[src/rtl/lc3_execute_pkg.sv]
// Shared types and constants for the LC-3 execute stage.
package lc3_execute_pkg;

  // ALU operation carried in E_control[5:4]
  typedef enum logic [1:0] {
    ALU_ADD  = 2'b00,
    ALU_AND  = 2'b01,
    ALU_NOT  = 2'b10,
    ALU_RSVD = 2'b11
  } alu_op_t;

  // Address-offset select carried in E_control[3:2]
  typedef enum logic [1:0] {
    PCSEL_OFF11 = 2'b00,
    PCSEL_OFF9  = 2'b01,
    PCSEL_OFF6  = 2'b10,
    PCSEL_ZERO  = 2'b11
  } pcsel1_t;

  // Opcodes (IR[15:12]) the execute stage decodes
  localparam logic [3:0] OP_BR  = 4'b0000;
  localparam logic [3:0] OP_ADD = 4'b0001;
  localparam logic [3:0] OP_AND = 4'b0101;
  localparam logic [3:0] OP_NOT = 4'b1001;
  localparam logic [3:0] OP_ST  = 4'b0011;
  localparam logic [3:0] OP_STR = 4'b0111;
  localparam logic [3:0] OP_STI = 4'b1011;
  localparam logic [3:0] OP_JMP = 4'b1100;

  // E_control = {alu_control[1:0], pcselect1[1:0], pcselect2, op2select}
  localparam int EC_ALU_HI    = 5;
  localparam int EC_ALU_LO    = 4;
  localparam int EC_PCSEL1_HI = 3;
  localparam int EC_PCSEL1_LO = 2;
  localparam int EC_PCSEL2    = 1;
  localparam int EC_OP2SEL    = 0;

endpackage

[src/rtl/lc3_execute_alu.sv]
// Combinational ALU and address adder for the LC-3 execute stage.
module lc3_execute_alu
  import lc3_execute_pkg::*;
(
  input  alu_op_t     alu_op,
  input  pcsel1_t     pcsel1,
  input  logic        pcselect2,
  input  logic        op2select,
  input  logic [10:0] ir_low,
  input  logic [15:0] npc,
  input  logic [15:0] op1,
  input  logic [15:0] op2,
  output logic [15:0] alu_result,
  output logic [15:0] pc_result
);

  logic [15:0] alu_b;
  logic [15:0] offset;
  logic [15:0] base;

  // Second ALU input: register operand or the 5-bit immediate
  always_comb begin
    alu_b = op2select ? op2 : {{11{ir_low[4]}}, ir_low[4:0]};
  end

  // ALU function; ADD wraps modulo 2^16, reserved encoding yields 0
  always_comb begin
    alu_result = 16'h0000;
    case (alu_op)
      ALU_ADD:  alu_result = op1 + alu_b;
      ALU_AND:  alu_result = op1 & alu_b;
      ALU_NOT:  alu_result = ~op1;
      default:  alu_result = 16'h0000;
    endcase
  end

  // Address offset selection and base+offset target
  always_comb begin
    offset = 16'h0000;
    case (pcsel1)
      PCSEL_OFF11: offset = {{5{ir_low[10]}}, ir_low[10:0]};
      PCSEL_OFF9:  offset = {{7{ir_low[8]}}, ir_low[8:0]};
      PCSEL_OFF6:  offset = {{10{ir_low[5]}}, ir_low[5:0]};
      default:     offset = 16'h0000;
    endcase
    base      = pcselect2 ? npc : op1;
    pc_result = base + offset;
  end

endmodule

[src/rtl/lc3_execute.sv]
// LC-3 execute stage: register-address decode, operand bypass muxes,
// ALU/address computation and one registered pipeline stage.
// Handshake: there is no valid/ready pair; enable_execute=1 at a rising
// edge advances the stage, enable_execute=0 holds every output register.
module lc3_execute
  import lc3_execute_pkg::*;
(
  input  logic        clock,
  input  logic        reset,
  input  logic        enable_execute,
  input  logic [5:0]  E_control,
  input  logic [1:0]  W_control,
  input  logic        Mem_control,
  input  logic [15:0] IR,
  input  logic [15:0] npc_out,
  input  logic [15:0] VSR1,
  input  logic [15:0] VSR2,
  input  logic        bypass_alu_1,
  input  logic        bypass_alu_2,
  input  logic        bypass_mem_1,
  input  logic        bypass_mem_2,
  input  logic [15:0] Mem_Bypass_Val,
  output logic [2:0]  sr1,
  output logic [2:0]  sr2,
  output logic [15:0] aluout,
  output logic [15:0] pcout,
  output logic [1:0]  W_control_out,
  output logic        Mem_control_out,
  output logic [2:0]  dr,
  output logic [15:0] IR_exec,
  output logic [2:0]  NZP,
  output logic [15:0] M_data
);

  logic [3:0]  opcode;
  logic [15:0] op1;
  logic [15:0] op2;
  logic [15:0] alu_result;
  logic [15:0] pc_result;
  logic [2:0]  nzp_next;
  alu_op_t     alu_op;
  pcsel1_t     pcsel1;

  assign opcode = IR[15:12];
  assign alu_op = alu_op_t'(E_control[EC_ALU_HI:EC_ALU_LO]);
  assign pcsel1 = pcsel1_t'(E_control[EC_PCSEL1_HI:EC_PCSEL1_LO]);

  // Register-file read addresses; stores read their data register as sr2
  always_comb begin
    sr1 = IR[8:6];
    sr2 = 3'b000;
    case (opcode)
      OP_ADD, OP_AND:        sr2 = IR[2:0];
      OP_ST, OP_STR, OP_STI: sr2 = IR[11:9];
      default:               sr2 = 3'b000;
    endcase
  end

  // Operand bypass: the registered ALU result outranks the memory value
  always_comb begin
    op1 = bypass_alu_1 ? aluout : (bypass_mem_1 ? Mem_Bypass_Val : VSR1);
    op2 = bypass_alu_2 ? aluout : (bypass_mem_2 ? Mem_Bypass_Val : VSR2);
  end

  // Branch mask only for BR; JMP and everything else carry no condition
  always_comb begin
    nzp_next = (opcode == OP_BR) ? IR[11:9] : 3'b000;
  end

  lc3_execute_alu u_alu (
    .alu_op     (alu_op),
    .pcsel1     (pcsel1),
    .pcselect2  (E_control[EC_PCSEL2]),
    .op2select  (E_control[EC_OP2SEL]),
    .ir_low     (IR[10:0]),
    .npc        (npc_out),
    .op1        (op1),
    .op2        (op2),
    .alu_result (alu_result),
    .pc_result  (pc_result)
  );

  // Output pipeline register; reset wins over enable and clears everything
  always_ff @(posedge clock) begin
    if (reset) begin
      aluout          <= 16'h0000;
      pcout           <= 16'h0000;
      W_control_out   <= 2'b00;
      Mem_control_out <= 1'b0;
      dr              <= 3'b000;
      IR_exec         <= 16'h0000;
      NZP             <= 3'b000;
      M_data          <= 16'h0000;
    end else if (enable_execute) begin
      aluout          <= alu_result;
      pcout           <= pc_result;
      W_control_out   <= W_control;
      Mem_control_out <= Mem_control;
      dr              <= IR[11:9];
      IR_exec         <= IR;
      NZP             <= nzp_next;
      M_data          <= op2;
    end
  end

endmodule

[config.mk]
export PLATFORM = sky130hd
export DESIGN_NAME = lc3_execute
export DESIGN_NICKNAME = d
export VERILOG_FILES = /design/src/rtl/lc3_execute_pkg.sv /design/src/rtl/lc3_execute_alu.sv /design/src/rtl/lc3_execute.sv
export SDC_FILE = /design/constraint.sdc
export NUM_CORES = 1
export LEC_CHECK = 0
export CORE_MARGIN = 8
export CORE_UTILIZATION = 43
export CTS_CLUSTER_SIZE = 28
export DETAILED_ROUTE_END_ITERATION = 7
export PLACE_DENSITY = 0.85
export SLEW_MARGIN = 20
export SYNTH_ARGS = -nofsm -noshare
export SYNTH_HDL_FRONTEND = slang
export SYNTH_SLANG_ARGS = --single-unit
[constraint.sdc]
create_clock -name clock -period 3.6 [get_ports clock]
set_input_delay 0.54 -clock clock [delete_from_list [all_inputs] [get_ports clock]]
set_output_delay 0.54 -clock clock [all_outputs]
set_load 0.05 [all_outputs]
==> results.sh, run 1 <==
export IMPL_gp_congestion=0.937
export IMPL_rows=41
export IMPL_h_tree_depth=3
export IMPL_critical_path_class="in -> reg"
export IMPL_ys_flop_type="dfxtp_1"
export IMPL_synth_async_sr_flop_share_pct=0
export IMPL_worstPathCellList="clkdlybuf4s50_1, buf_4, mux2i_1, o21ai_0, mux2_2, fa_1, a21o_1, a221oi_1, buf_4, o21ai_0, a221oi_1, or3_1, nand3_1"
export IMPL_dp_hpwl_um=14500
export IMPL_die_w_um=129
export IMPL_hp_class="reg -> reg"
export IMPL_die_h_um=129
export IMPL_fin_nets=1055
export IMPL_clkPwrFrac_pct=27.3
export IMPL_intPower_mw=1.90
export IMPL_ant_nets=0
export IMPL_cap_violations=0
export IMPL_clkSlewWorstSetupHoldPaths_ns=0.06
export IMPL_insertion_delay_ns=0.35
export IMPL_grt_pass1_wl_um=30000
export IMPL_cpPeakStageDelay_ns=0.51
export IMPL_ir_worst_vdd_v=0.000325
export IMPL_clk_path_buf_depth=2
export IMPL_cp_slowest_cell="clkdlybuf4s50_1"
export IMPL_synth_area_um2=5480
export IMPL_io_buffers=174
export IMPL_start_kind="input pin"
export IMPL_layout_drive_gt1_share_pct=11.4
export IMPL_p_sw_share_pct=37.2
export IMPL_status="finished clean"
export IMPL_dr_first_iter_drc_count=464
export IMPL_crit_required_ns=3.83
export IMPL_synth_warnings=0
export IMPL_drc_errors=0
export IMPL_post_cts_buffers=0
export IMPL_slew_headroom_pct=29.5
export IMPL_finalSetupViolations=0
export IMPL_grt_pass1_vias=5868
export IMPL_diodes=0
export IMPL_ctsHoldBuffers=0
export IMPL_ys_ff_latch=70
export IMPL_layout_common_cells="clkdlybuf4s50_1 (172), nand2_1 (94), nor2_1 (85), mux2i_1 (82), buf_4 (75)"
export IMPL_area_growth_pct=47.1
export IMPL_powerDensity_nw_per_um2=376
export IMPL_hold_slack_ns=0.471
export IMPL_ys_types=54
export IMPL_power_frac_seq_pct=29.2
export IMPL_rsz0062_at_grt="true"
export IMPL_cellLeakagePower_nw=3.64
export IMPL_avgViaCountPerCell=5.36
export IMPL_ctsResizeCount=0
export IMPL_arrival_ns=3.66
export IMPL_antenna_found_initial=0
export IMPL_mostFrequentLayoutCell="clkdlybuf4s50_1"
export IMPL_clock_sinks=70
export IMPL_wire_per_inst_um=16.9
export IMPL_route_vias_total=5908
export IMPL_drt_pass1_iter_count=5
export IMPL_synth_edff_count=0
export IMPL_period_needed_ns=3.43
export IMPL_tightest_slew_ns=1.05
export IMPL_fp_coreArea_um2=12500
export IMPL_synthXorXnorAreaFrac_pct=2.72
export IMPL_initial_utilization_pct=43.8
export IMPL_final_util_pct=64.4
export IMPL_fillers=1082
export IMPL_yosys_area_share_simple_pct=21.6
export IMPL_worstSetupEndpointType="flop"
export IMPL_grt_max_degree=49
export IMPL_synthAdderAreaFrac_pct=7.81
export IMPL_period_share_pct=95.3
export IMPL_finalClockSkew_ns=0.00930
export IMPL_synth_mux_area_share_pct=16.6
export IMPL_synth_cells=716
export IMPL_power_mw=3.03
export IMPL_synth_compound_area_share_pct=20.2
export IMPL_slew_viol_final=0
export IMPL_fmax_mhz=292
export IMPL_grt_overflow=0
export IMPL_syn_num_nets=845
export IMPL_power_frac_comb_pct=43.5
export IMPL_clock_root_buffer="clkbuf_16"
export IMPL_die_area_um2=16600
export IMPL_ioPinCount=175
export IMPL_avgSynthCellArea_um2=7.65
export IMPL_wl_um=18600
export IMPL_hold_violations=0
export IMPL_cts_tree="built"
export IMPL_yosysSeqAreaShare_pct=25.6
export IMPL_grt_usage_pct=22.3
export IMPL_worstPathMaxFanout=9
export IMPL_switchingPower_mw=1.13
export IMPL_synth_top_family_by_area="simple AND/OR/NAND/NOR gates"
export IMPL_numCtsBuffers=9
worst max-delay path: cells and delay by family:
family / cells / cell delay, ns
AND/OR/NAND/NOR: 2 / 0.22
multiplexers: 2 / 0.53
buffers and inverters: 3 / 0.89
AO/OA/AOI/OAI: 5 / 1.03
adder cells (fa/ha/maj): 1 / 0.43
Yosys cell counts (2+ instances only):
cell type / count / area [µm²]
a21oi_1: 45 / 225
o31ai_1: 2 / 15.0
nand4b_1: 2 / 17.5
nor3b_1: 7 / 52.6
nand4_1: 6 / 37.5
nor2b_1: 10 / 62.6
xor2_1: 8 / 70.1
a221oi_1: 4 / 35.0
ha_1: 31 / 388
a211o_1: 7 / 61.3
inv_1: 21 / 78.8
nand2b_1: 8 / 50.1
nand3_1: 7 / 35.0
dfxtp_1: 70 / 1400
o211ai_1: 5 / 37.5
fa_1: 2 / 40.0
a211oi_1: 11 / 82.6
nor2_1: 85 / 319
o21bai_1: 2 / 15.0
buf_4: 6 / 45.0
nor3_1: 11 / 55.1
a22oi_1: 4 / 30.0
mux2_2: 8 / 90.1
mux2i_1: 82 / 821
xnor2_1: 9 / 78.8
a21o_1: 19 / 143
and2_1: 10 / 62.6
nand3b_1: 4 / 30.0
o21a_1: 7 / 52.6
a31oi_1: 6 / 37.5
o21ai_0: 50 / 250
buf_2: 8 / 40.0
buf_1: 2 / 7.51
nand2_1: 94 / 353
clkbuf_1: 34 / 128
o22ai_1: 5 / 31.3
a31o_2: 2 / 17.5
or3_1: 6 / 37.5
layer usage:
metal  vias up  GRT usage, %  part of all wire, %
met1      2693          26.6                   42
li1       2942             -                    -
met4         0          7.74                  2.4
met3        31          7.99                   11
met5         -             0                    0
met2       242          36.5                   45
through the flow:
| step | cells | instance area, µm² | setup TNS, ns | setup WS (ns) |
|---|---|---|---|---|
| final | 1103 | 8060 | 0 | 0.170 |
| after global routing | 1103 | 8060 | -0.00807 | -0.00807 |
| after global placement | 1087 | 7780 | -0.160 | -0.0873 |
| after floorplan | 716 | 5480 | 0 | 0.116 |
| after CTS | 1103 | 8050 | 0 | 0.172 |
| after detailed placement | 1087 | 7780 | -0.366 | -0.149 |
power by group through the flow:
stage	registers, mW	logic (mW)	clock network [mW]
after global routing	0.890	1.42	0.868
after detailed placement	0.899	1.30	0
after global placement	0.896	1.29	0
final	0.883	1.32	0.827
after floorplan	1.11	0.584	0
after CTS	0.883	1.31	0.840
state kept, by name, indices dropped and copies added, names as in the netlist:
name	count
M_data	16
aluout	16
pcout	16
IR_exec	14
NZP	3
W_control_out	2
dr	2
Mem_control_out	1
layout make-up:
type / count / area (µm²) / share of cell area, %
multi-input cells: 575 / 3780 / 47.0
repair buffers: 249 / 2310 / 28.7
flip-flops and latches: 70 / 1400 / 17.4
clock buffers: 12 / 246 / 3.06
well taps: 172 / 215 / 2.67
inverters: 21 / 78.8 / 0.978
clock inverters: 4 / 22.5 / 0.280
worst paths after layout:
path,start,endpoint,slack [ns],depth (start not counted)
max,bypass_mem_2,aluout[12],0.17,13
min,pcout[7],pcout[7],0.47,2
max reg2reg,aluout[0],aluout[12],0.74,12
min reg2reg,pcout[7],pcout[7],0.47,2
cell families (layout without fill, tap and decap cells):
group           Yosys count  in the layout
compound gates          177            177
flops                    70             70
xor+xnor                 17             17
simple gates            258            258
buf+inv                  71            286
fa+ha+maj                33             33
mux                      90             90
Power figures use the tool's default switching activity.
==> run 2, diff against run 1 <==
--- a/config.mk
+++ b/config.mk
@@ -7,7 +7,6 @@
 export LEC_CHECK = 0
 export CORE_MARGIN = 8
 export CORE_UTILIZATION = 43
-export CTS_CLUSTER_SIZE = 28
 export DETAILED_ROUTE_END_ITERATION = 7
 export PLACE_DENSITY = 0.85
 export SLEW_MARGIN = 20
==> results of run 2 <==
The final DEF is identical to that of run 1; final timing and power are the same.
==> run 3, diff against run 2 <==
--- a/config.mk
+++ b/config.mk
@@ -5,6 +5,7 @@
 export SDC_FILE = /design/constraint.sdc
 export NUM_CORES = 1
 export LEC_CHECK = 0
+export CAP_MARGIN = 25
 export CORE_MARGIN = 8
 export CORE_UTILIZATION = 43
 export DETAILED_ROUTE_END_ITERATION = 7
==> results of run 3 <==
The final DEF is identical to that of run 1; final timing and power are the same.
